### src/rtl/dff_pipe_pkg.sv
// Shared constants and helpers for the dff_pipe register pipeline.
package dff_pipe_pkg;

  typedef enum int unsigned {
    RST_CLR = 0,
    RST_SET = 1,
    RST_VAL = 2
  } rst_mode_e;

  // Widest data word rst_word can build; dff_pipe rejects anything wider.
  localparam int unsigned RST_WORD_MAX = 256;

  function automatic int unsigned occ_width(int unsigned depth);
    return $clog2(depth + 1);
  endfunction

  function automatic logic [RST_WORD_MAX-1:0] rst_word(int unsigned mode, int unsigned width,
                                                       logic [RST_WORD_MAX-1:0] val);
    logic [RST_WORD_MAX-1:0] w;
    w = '0;
    case (mode)
      RST_SET: begin
        for (int unsigned i = 0; i < RST_WORD_MAX; i++)
          if (i < width) w[i] = 1'b1;
      end
      RST_VAL: w = val;
      default: w = '0;
    endcase
    return w;
  endfunction

endpackage

### src/rtl/dff_pipe_stage.sv
// One WIDTH-bit data + valid register with RESET > FLUSH > CE > hold priority.
module dff_pipe_stage #(
  parameter int unsigned       WIDTH    = 8,
  parameter logic [WIDTH-1:0]  INIT     = '0,
  parameter logic [WIDTH-1:0]  RST_WORD = '0
) (
  input  logic             CLK,
  input  logic             RESET,
  input  logic             CE,
  input  logic             FLUSH,
  input  logic [WIDTH-1:0] D,
  input  logic             D_VLD,
  output logic [WIDTH-1:0] Q,
  output logic             Q_VLD
);

  logic [WIDTH-1:0] data = INIT;
  logic             vld  = 1'b0;

  // FLUSH only touches the valid bit; data keeps following CE.
  always_ff @(posedge CLK) begin
    if (RESET) begin
      data <= RST_WORD;
      vld  <= 1'b0;
    end else begin
      if (CE)
        data <= D;
      if (FLUSH)
        vld <= 1'b0;
      else if (CE)
        vld <= D_VLD;
    end
  end

  assign Q     = data;
  assign Q_VLD = vld;

endmodule

### src/rtl/dff_pipe.sv
// WIDTH x DEPTH register pipeline with clock enable, reset mode and valid tracking.
// Define DFF_PIPE_OCC_EN to add the OCC valid-stage occupancy output.
module dff_pipe #(
  parameter int unsigned      WIDTH    = 8,
  parameter int unsigned      DEPTH    = 3,
  parameter logic [WIDTH-1:0] INIT     = '0,
  parameter int unsigned      RST_MODE = 0,
  parameter logic [WIDTH-1:0] RST_VAL  = '0
) (
  input  logic             CLK,
  input  logic             RESET,
  input  logic             CE,
  input  logic             FLUSH,
  input  logic [WIDTH-1:0] D,
  input  logic             D_VLD,
  output logic [WIDTH-1:0] Q,
  output logic             Q_VLD
`ifdef DFF_PIPE_OCC_EN
  ,
  output logic [dff_pipe_pkg::occ_width(DEPTH)-1:0] OCC
`endif
);

  import dff_pipe_pkg::*;

  if (DEPTH < 1) begin : g_bad_depth
    $error("dff_pipe: DEPTH must be at least 1");
  end
  if (RST_MODE > 2) begin : g_bad_mode
    $error("dff_pipe: RST_MODE must be 0, 1 or 2");
  end
  if (WIDTH < 1 || WIDTH > RST_WORD_MAX) begin : g_bad_width
    $error("dff_pipe: WIDTH out of range");
  end

  localparam logic [WIDTH-1:0] RST_WORD =
    WIDTH'(rst_word(RST_MODE, WIDTH, RST_WORD_MAX'(RST_VAL)));

  logic [WIDTH-1:0] data [DEPTH+1];
  logic             vld  [DEPTH+1];

  assign data[0] = D;
  assign vld[0]  = D_VLD;

  for (genvar i = 0; i < DEPTH; i++) begin : g_stage
    dff_pipe_stage #(
      .WIDTH    (WIDTH),
      .INIT     (INIT),
      .RST_WORD (RST_WORD)
    ) u_stage (
      .CLK   (CLK),
      .RESET (RESET),
      .CE    (CE),
      .FLUSH (FLUSH),
      .D     (data[i]),
      .D_VLD (vld[i]),
      .Q     (data[i+1]),
      .Q_VLD (vld[i+1])
    );
  end

  assign Q     = data[DEPTH];
  assign Q_VLD = vld[DEPTH];

`ifdef DFF_PIPE_OCC_EN
  localparam int unsigned OW = occ_width(DEPTH);

  logic [OW-1:0] occ = '0;

  // Tracks valid stages incrementally: one in from D_VLD, one out via Q_VLD.
  always_ff @(posedge CLK) begin
    if (RESET || FLUSH)
      occ <= '0;
    else if (CE)
      occ <= occ + OW'(D_VLD) - OW'(Q_VLD);
  end

  assign OCC = occ;
`endif

endmodule
### config.mk
export PLATFORM = sky130hd
export DESIGN_NAME = dff_pipe
export DESIGN_NICKNAME = d
export VERILOG_FILES = /design/src/rtl/dff_pipe_pkg.sv /design/src/rtl/dff_pipe_stage.sv /design/src/rtl/dff_pipe.sv
export SDC_FILE = /design/constraint.sdc
export NUM_CORES = 1
export LEC_CHECK = 0
export ABC_AREA = 0
export CORE_MARGIN = 4
export CORE_UTILIZATION = 52
export CTS_CLUSTER_SIZE = 28
export DETAILED_ROUTE_END_ITERATION = 6
export PLACE_DENSITY = 0.79
export SYNTH_ARGS = -nofsm -noshare
export SYNTH_HDL_FRONTEND = slang
export SYNTH_SLANG_ARGS = --single-unit
### constraint.sdc
create_clock -name CLK -period 1.52 [get_ports CLK]
set_input_delay 0.304 -clock CLK [delete_from_list [all_inputs] [get_ports CLK]]
set_output_delay 0.304 -clock CLK [all_outputs]
set_load 0.02 [all_outputs]
Yosys cells after proc, flatten, opt, wreduce, memory -nomap -nowiden
Cells that the tools add are included.

storage, ports and cells
  output and inout bits = 9
  bits of input ports = 13
  bits in registers = 27

cells by class
  reduce and logical (&&, ||, !) cells = 1

operators with widths
  cell                number
  OR reduction 2 bit  1

Logic depth before layout (Yosys ltp)
Gate-level depths: netlist (run 1).

  word-level depth = 1
  gate-level depth with buffers = 4
  gate-level depth less buffers = 2

By module
Synthesis (run 1) repeated with hierarchy kept, for this count alone.

unflattened totals
  cell total of the unflattened synthesis = 87
  area total of the unflattened synthesis = 975.9 sq um

by module, submodules not included
  module          area each (sq um)  instances  cells each  sequential area each (sq um)
  dff_pipe_stage  325.3              3          29          180.2

Worst setup path before layout (run 1)
Ideal clock, no wire load.

  path kind = input-to-reg
  start = input port CE
  end = register g_stage[0].u_stage.data[0]
  data required time = 1.403 ns
  library setup time = 0.117 ns
  path slack = 0.607 ns
  arrival = 0.796 ns
  stages = 4
  path through = buf_6 > buf_12 > mux2i_1 > nor2_1

RTL lines
  element               line                  source
  from (decl)           dff_pipe.sv:12        input logic CE,
  to (signal assigned)  dff_pipe_stage.sv:23  data <= RST_WORD;
  to (signal assigned)  dff_pipe_stage.sv:27  data <= D;
  to (decl)             dff_pipe_stage.sv:17  logic [WIDTH-1:0] data = INIT;

Worst setup path after layout (run 1)
  start = register g_stage[2].u_stage.data[4]
  end = output port Q[4]

RTL lines
  element                 line                  source
  from (decl)             dff_pipe_stage.sv:17
  from (signal assigned)  dff_pipe_stage.sv:23
  from (signal assigned)  dff_pipe_stage.sv:27
  to (decl)               dff_pipe.sv:16        output logic [WIDTH-1:0] Q,

No word-level cell between the ends.

==> results of run 1 <==
## Yosys cell counts
| library cell | number |
|---|---|
| sky130_fd_sc_hd__mux2i_1 | 27 |
| sky130_fd_sc_hd__buf_2 | 2 |
| sky130_fd_sc_hd__buf_4 | 8 |
| sky130_fd_sc_hd__buf_6 | 1 |
| sky130_fd_sc_hd__nor3_1 | 3 |
| sky130_fd_sc_hd__clkbuf_2 | 1 |
| sky130_fd_sc_hd__buf_12 | 2 |
| sky130_fd_sc_hd__dfxtp_1 | 27 |
| sky130_fd_sc_hd__nor2_1 | 24 |
## through the flow
step	hold slack, ns	power [mW]	setup WS, ns	std cells	util
2_1_floorplan	0.381	0.847	0.607	95	-
3_3_place_gp	0.471	0.881	0.114	130	0.655
3_5_place_dp	0.481	0.886	0.0452	130	0.655
4_1_cts	0.510	1.17	0.188	134	0.663
5_1_grt	0.538	1.21	0.145	134	0.663
6_report	0.502	1.16	0.201	134	0.663
## how the worst min path moves through the flow
| stage | to | cells after the start |
|---|---|---|
| floorplan | g_stage[0].u_stage.Q_VLD | 1 |
| global placement | g_stage[1].u_stage.Q[1] | 2 |
| detailed placement | g_stage[2].u_stage.Q[6] | 2 |
| CTS | g_stage[2].u_stage.Q[7] | 2 |
| global route | g_stage[2].u_stage.Q[2] | 2 |
| finish | g_stage[2].u_stage.Q[6] | 2 |
## kinds of logic (layout without fill, tap and decap cells)
group | count (synthesis) | in the layout | share of synthesized area
buf+inv | 14 | 28 | 0.121
simple gates | 27 | 27 | 0.101
mux | 27 | 27 | 0.259
flops | 27 | 27 | 0.519
## timing repair
action                                  in CTS  in global routing
resized for setup                            9                  0
hold endpoints to repair                     0                  0
buffers inserted                             0                  0
endpoints found under the setup margin       9                  0
## registers in the layout (all words and copies together) (netlist names)
name	cells
g_stage.u_stage.Q_VLD	3
g_stage.u_stage.Q	24
## power by group
group	total, mW	switching, mW	internal, mW
sequential	0.744	0.0120	0.732
combinational	0.122	0.0522	0.0697
clock	0.293	0.190	0.103
## cells in the final DEF, fill, tap and decap left out, drive strengths merged
cell and n:
dfxtp 27, nor2 24, mux2i 27, buf 3
clkdlybuf4s50 12, clkbuf 4, dlygate4sd2 9, nor3 3
## cell type report
cell class / count / area, um2
tap: 25 / 31.3
fill: 154 / 613
multi-input combinational: 54 / 375
clock buffer: 4 / 26.3
sequential: 27 / 541
timing repair buffer: 24 / 234
## tightest hold or removal path, delay by kind of cell, from the launching register on
kind / cells / cell delay (ns)
flip-flops: 1 / 0.35
AND/OR/NAND/NOR: 1 / 0.07
multiplexers: 1 / 0.06
## routing by layer
layer,GRT usage,share of wire,vias up
li1,-,-,332
met1,0.159,0.48,282
met2,0.198,0.43,17
met3,0.0342,0.054,5
met4,0.0766,0.028,0
met5,0,0,-
==> impl_table.tex, run 1 <==
\begin{tabular}{lr}
\hline
Metric & Value \\
\hline
\multicolumn{2}{l}{\textbf{Finish}} \\
\quad Share of layout cells above drive strength 1 & 0.0550 \\
\quad \# nets final & 123 \\
\quad Area growth from synthesis to layout & 15.8\% \\
\quad Summed area of non-filler cells in the final layout & 0.00121 mm2 \\
\quad Number of inserted diodes & 0 \\
\multicolumn{2}{l}{\textbf{CTS}} \\
\quad Clock transition time at the flip-flop clock pins of the worst setup and hold paths & 0.13 ns \\
\quad Number of sinks handled by clock tree synthesis & 27 \\
\quad Number of buffers on the longest clock path & 2 \\
\quad CTS tree & done \\
\quad Total clock buffers created by CTS & 3 \\
\quad Count of hold buffers inserted by post-cts repair & 0 \\
\quad H-tree depth & 1 \\
\quad Insertion delay to the later sink of the worst-skew pair & 0.31 ns \\
\quad Root Buffer Master & sky130\_fd\_sc\_hd\_\_clkbuf\_4 \\
\multicolumn{2}{l}{\textbf{Synthesis}} \\
\quad Post-synthesis instance area & 0.00104 mm2 \\
\quad Main area contributors after synthesis & sky130\_fd\_sc\_hd\_\_dfxtp\_1, sky130\_fd\_sc\_hd\_\_mux2i\_1, sky130\_fd\_sc\_hd\_\_nor2\_1, sky130\_fd\_sc\_hd\_\_buf\_4, sky130\_fd\_sc\_hd\_\_buf\_12 \\
\quad Number of storage elements in the synthesis netlist & 27 \\
\quad Cell taking the most area after synthesis & sky130\_fd\_sc\_hd\_\_dfxtp\_1 \\
\quad Nets in the synthesized netlist & 108 \\
\quad YS warnings & 0 \\
\quad Fraction of the yosys area taken by sequential cells & 0.519 \\
\quad Yosys top cell area share & 0.519 \\
\quad Synth cell types & 9 \\
\quad Gate count of the mapped netlist & 95 \\
\quad Syn avg cell area & 11.0 um2 \\
\multicolumn{2}{l}{\textbf{Hold path}} \\
\quad Class of the most critical hold timing path & flip-flop to flip-flop \\
\quad Hold path startpoint & g\_stage[2].u\_stage.Q[6] \\
\multicolumn{2}{l}{\textbf{Setup path}} \\
\quad Cell-by-cell listing of the critical path & dlygate4sd2\_1 \\
\quad Crit path buffers/inverters & 1 \\
\quad Setup crit end & Q[4] \\
\quad Setup CP Type & flip-flop to output port \\
\quad Required time of the critical path & 1.22 ns \\
\quad Register-to-Register Setup Slack & 0.85 ns \\
\quad Worst R2R Start & g\_stage[0].u\_stage.Q\_VLD \\
\quad Reg-to-reg endpoint & g\_stage[0].u\_stage.Q\_VLD \\
\quad Max stage delay on crit path & 0.37 ns \\
\quad Cell at the slowest stage of the critical path & sky130\_fd\_sc\_hd\_\_dfxtp\_1 \\
\quad Number of cells on the worst reg-to-reg path & 2 \\
\quad Crit start category & flip-flop \\
\quad Path length in cells of the critical path & 1 \\
\quad Kind of cell with the highest combined delay on the critical path & flip-flops \\
\quad Data arrival time at the worst-slack endpoint & 1.01 ns \\
\quad Critical Path Fanout Max & 2 \\
\quad Crit path capture type & output port \\
\quad Worst setup startpoint & g\_stage[2].u\_stage.Q[4] \\
\multicolumn{2}{l}{\textbf{Placed design}} \\
\quad Total of buffers placed on input and output ports & 21 \\
\quad Cell area after placement & 0.00119 mm2 \\
\quad Total half-perimeter wirelength after legalization and detailed placement & 1100 um \\
\quad Placer Congestion & 0.658 \\
\multicolumn{2}{l}{\textbf{Die}} \\
\quad Area of the core region & 0.00182 mm2 \\
\quad Number of placement rows & 15 \\
\quad Boundary Pins & 22 \\
\quad Width of the chip & 52.8 um \\
\quad Overall die height & 52.8 um \\
\quad Full die area & 0.00278 mm2 \\
\quad Effective utilization at floorplan & 0.573 \\
\multicolumn{2}{l}{\textbf{Power}} \\
\quad Leakage power & 0.572 nW \\
\quad Pwr dens & 960 mW/mm2 \\
\quad VDD IR-drop max & 0.694 mV \\
\multicolumn{2}{l}{\textbf{Run}} \\
\quad Number of max-cap violations & 0 \\
\multicolumn{2}{l}{\textbf{GRT}} \\
\quad Initial antenna violation count & 0 \\
\quad Total gr overflow & 0 \\
\quad Vias in the first global route & 612 \\
\quad Largest net degree at the start of global routing & 28 \\
\quad Total Routing Usage GR & 0.129 \\
\quad Wire length of the first global-routing pass & 2590 um \\
\multicolumn{2}{l}{\textbf{STA}} \\
\quad Final period util & 0.867 \\
\quad Peak Freq & 758 MHz \\
\quad Post-layout minimum cycle time & 1.32 ns \\
\quad Number of max-slew violations in the final report & 0 \\
\quad Max transition margin & 0.887 \\
\quad Slew @ Worst Pin & 0.165 ns \\
\quad Unrepaired setup endpoints after global routing & false \\
\quad Final setup skew & 0.00121 ns \\
\quad Count of final setup violators & 0 \\
\quad Number of endpoints with negative hold slack in the final report & 0 \\
\quad Setup TNS Final & 0 ns \\
\multicolumn{2}{l}{\textbf{Route}} \\
\quad Residual DRC & 0 \\
\quad Final routed wirelength across all metal layers & 1510 um \\
\quad Average wire per cell in the routed design & 11.3 um \\
\quad Iteration-0 DRC Markers & 6 \\
\quad Via count & 636 \\
\quad Via density per instance & 4.75 \\
\quad DRT antenna net count & 0 \\
\quad DR pass1 iterations & 3 \\
\multicolumn{2}{l}{\textbf{Run status}} \\
\quad Status & completed \\
\hline
\end{tabular}
Power figures use the tool's default switching activity.
==> inputs of run 2 (changes only) <==
CORE_UTILIZATION = 44   (was 52)
PLACE_DENSITY = 0.71   (was 0.79)
clock period = 1.06 ns   (was 1.52 ns; I/O delays follow)
==> run 2 against run 1 <==
Register-to-register slack lost 0.50 ns. Non-clock buffer count is the same. Setup slack lost 0.16 ns. Via count grew 2.2%. Sequential share of layout area grew 0.050 points. Power grew 44%. Critical endpoint is now Q[0]. Highest routed layer unchanged.
==> impl_table.tex, run 2 (synthesis gave the netlist of run 1 again) <==
\begin{tabular}{lr}
\hline
Metric & Value \\
\hline
\multicolumn{2}{l}{\textbf{Route}} \\
\quad Final routed wirelength across all metal layers & 1520 um \\
\quad Iteration-0 DRC Markers & 0 \\
\quad Via density per instance & 4.74 \\
\quad DR pass1 iterations & 1 \\
\quad Average wire per cell in the routed design & 11.1 um \\
\quad DRT antenna net count & 0 \\
\quad Residual DRC & 0 \\
\quad Via count & 650 \\
\multicolumn{2}{l}{\textbf{Run status}} \\
\quad Status & completed \\
\multicolumn{2}{l}{\textbf{Setup path}} \\
\quad Data arrival time at the worst-slack endpoint & 0.81 ns \\
\quad Max stage delay on crit path & 0.34 ns \\
\quad Setup CP Type & flip-flop to output port \\
\quad Required time of the critical path & 0.85 ns \\
\quad Number of cells on the worst reg-to-reg path & 3 \\
\quad Cell at the slowest stage of the critical path & sky130\_fd\_sc\_hd\_\_dfxtp\_2 \\
\quad Crit path capture type & output port \\
\quad Register-to-Register Setup Slack & 0.35 ns \\
\quad Critical Path Fanout Max & 2 \\
\quad Reg-to-reg endpoint & g\_stage[2].u\_stage.Q[0] \\
\quad Crit start category & flip-flop \\
\quad Cell-by-cell listing of the critical path & buf\_4 \\
\quad Worst R2R Start & g\_stage[2].u\_stage.Q[0] \\
\quad Crit path buffers/inverters & 1 \\
\quad Kind of cell with the highest combined delay on the critical path & flip-flops \\
\multicolumn{2}{l}{\textbf{Finish}} \\
\quad Summed area of non-filler cells in the final layout & 0.00123 mm2 \\
\quad Non-filler cells in the finished layout & 137 \\
\quad Most common library cell in the layout ignoring fill and taps & sky130\_fd\_sc\_hd\_\_mux2i\_1 \\
\quad Number of inserted diodes & 0 \\
\quad \# nets final & 123 \\
\quad Share of layout cells above drive strength 1 & 0.220 \\
\quad Max FFs per register & 24 \\
\quad Core Util, Final & 0.551 \\
\quad Area growth from synthesis to layout & 18.1\% \\
\quad Leading cell types in the layout, fill and taps excluded & sky130\_fd\_sc\_hd\_\_mux2i\_1, sky130\_fd\_sc\_hd\_\_nor2\_1, sky130\_fd\_sc\_hd\_\_dfxtp\_1, sky130\_fd\_sc\_hd\_\_clkdlybuf4s50\_1, sky130\_fd\_sc\_hd\_\_dfxtp\_2 \\
\quad Total of fill cells in the finished design & 215 \\
\multicolumn{2}{l}{\textbf{STA}} \\
\quad Final period util & 0.960 \\
\quad Worst hold slack & 0.482 ns \\
\quad Peak Freq & 983 MHz \\
\quad Slew @ Worst Pin & 0.159 ns \\
\quad Post-layout minimum cycle time & 1.02 ns \\
\quad Setup TNS Final & 0 ns \\
\quad Count of final setup violators & 0 \\
\quad Number of endpoints with negative hold slack in the final report & 0 \\
\quad Max transition margin & 0.891 \\
\quad Number of max-slew violations in the final report & 0 \\
\quad Final setup skew & 0.000984 ns \\
\quad Worst Setup Slack, final & 0.0424 ns \\
\multicolumn{2}{l}{\textbf{CTS}} \\
\quad Root Buffer Master & sky130\_fd\_sc\_hd\_\_clkbuf\_4 \\
\quad H-tree depth & 1 \\
\quad Number of buffers on the longest clock path & 2 \\
\quad Number of sinks handled by clock tree synthesis & 27 \\
\quad Insertion delay to the later sink of the worst-skew pair & 0.31 ns \\
\quad Count of hold buffers inserted by post-cts repair & 0 \\
\quad Total clock buffers created by CTS & 3 \\
\quad CTS tree & done \\
\quad Clock transition time at the flip-flop clock pins of the worst setup and hold paths & 0.13 ns \\
\multicolumn{2}{l}{\textbf{Placed design}} \\
\quad Total of buffers placed on input and output ports & 21 \\
\quad Total half-perimeter wirelength after legalization and detailed placement & 1070 um \\
\quad Pre-CTS WS & -0.303 ns \\
\quad Cell area after placement & 0.00120 mm2 \\
\quad Cell count after placement & 132 \\
\quad Placer Congestion & 0.633 \\
\multicolumn{2}{l}{\textbf{Die}} \\
\quad Full die area & 0.00321 mm2 \\
\quad Width of the chip & 56.7 um \\
\quad Number of placement rows & 17 \\
\quad Area of the core region & 0.00223 mm2 \\
\quad Overall die height & 56.7 um \\
\quad Boundary Pins & 22 \\
\quad Effective utilization at floorplan & 0.467 \\
\multicolumn{2}{l}{\textbf{Hold path}} \\
\quad Hold path startpoint & FLUSH \\
\quad End point of the most critical hold path & g\_stage[2].u\_stage.Q\_VLD \\
\quad Class of the most critical hold timing path & input port to flip-flop \\
\quad Hold Crit Depth & 2 \\
\multicolumn{2}{l}{\textbf{Power}} \\
\quad Combinational power share & 0.109 \\
\quad Clock power share & 0.251 \\
\quad Net switching fraction of the power & 0.219 \\
\quad Internal Pwr Total & 1.30 mW \\
\quad Post-route total power & 1.67 mW \\
\quad Leakage power & 0.559 nW \\
\quad Net load switching power & 0.365 mW \\
\quad VDD IR-drop max & 1.12 mV \\
\quad Sequential share of power & 0.640 \\
\quad Pwr dens & 1350 mW/mm2 \\
\multicolumn{2}{l}{\textbf{GRT}} \\
\quad Total Routing Usage GR & 0.110 \\
\quad Initial antenna violation count & 0 \\
\quad Wire length of the first global-routing pass & 2750 um \\
\quad Largest net degree at the start of global routing & 28 \\
\quad Vias in the first global route & 612 \\
\quad Total gr overflow & 0 \\
\multicolumn{2}{l}{\textbf{Run}} \\
\quad Number of max-cap violations & 0 \\
\hline
\end{tabular}
[run 2: cell count changes in the layout (fill, tap and decap cells not counted)]
cell / previous run / this run
sky130_fd_sc_hd__buf_12: 1 / 2
sky130_fd_sc_hd__buf_4: 2 / 8
sky130_fd_sc_hd__buf_6: 0 / 2
sky130_fd_sc_hd__dfxtp_1: 27 / 18
sky130_fd_sc_hd__dfxtp_2: 0 / 9
sky130_fd_sc_hd__dlygate4sd2_1: 9 / 0
[run 2: what timing repair did]
item                                    in CTS  in global routing
buffers inserted                             0                  1
resized for setup                           39                 17
endpoints found under the setup margin       9                  9
[run 2: final cells by class]
type / count / area, um2 / share of cell area
clock buffer: 4 / 26.3 / 0.0213
multi-input combinational: 54 / 375 / 0.305
tap: 28 / 35.0 / 0.0285
timing repair buffer: 24 / 243 / 0.197
sequential: 27 / 552 / 0.448
[run 2: power by group through the flow]
| stage | Clock (mW) | Combinational, mW | Sequential, mW |
|---|---|---|---|
| 6_report | 0.418 | 0.181 | 1.07 |
| 5_1_grt | 0.481 | 0.199 | 1.07 |
| 4_1_cts | 0.442 | 0.180 | 1.07 |
| 3_5_place_dp | 0 | 0.184 | 1.09 |
| 3_3_place_gp | 0 | 0.180 | 1.09 |
| 2_1_floorplan | 0 | 0.129 | 1.09 |
[run 2: worst reg2reg max path, delay by kind of cell (launching register included)]
| kind | cells | cell delay, ns |
|---|---|---|
| muxes | 1 | 0.11 |
| buffers and inverters | 1 | 0.12 |
| and+or+nand+nor | 1 | 0.05 |
| DFF | 1 | 0.34 |
[run 2: layer usage]
layer	vias up	global-route usage	share of wire
met2	17	0.170	0.47
met3	2	0.0598	0.096
met1	299	0.128	0.43
met5	-	0	0
li1	332	-	-
met4	0	0.0407	0.0092
[run 2: worst max-delay path by stage]
| stage | start | end | slack [ns] | cells after the start |
|---|---|---|---|---|
| 2_1_floorplan | CE | g_stage[0].u_stage.Q[0] | 0.24 | 4 |
| 3_3_place_gp | CE | g_stage[0].u_stage.Q_VLD | -0.26 | 4 |
| 3_5_place_dp | CE | g_stage[0].u_stage.Q[2] | -0.30 | 4 |
| 4_1_cts | g_stage[2].u_stage.Q[2] | Q[2] | 0.001 | 1 |
| 5_1_grt | g_stage[2].u_stage.Q[0] | Q[0] | -0.001 | 1 |
| 6_report | g_stage[2].u_stage.Q[0] | Q[0] | 0.04 | 1 |
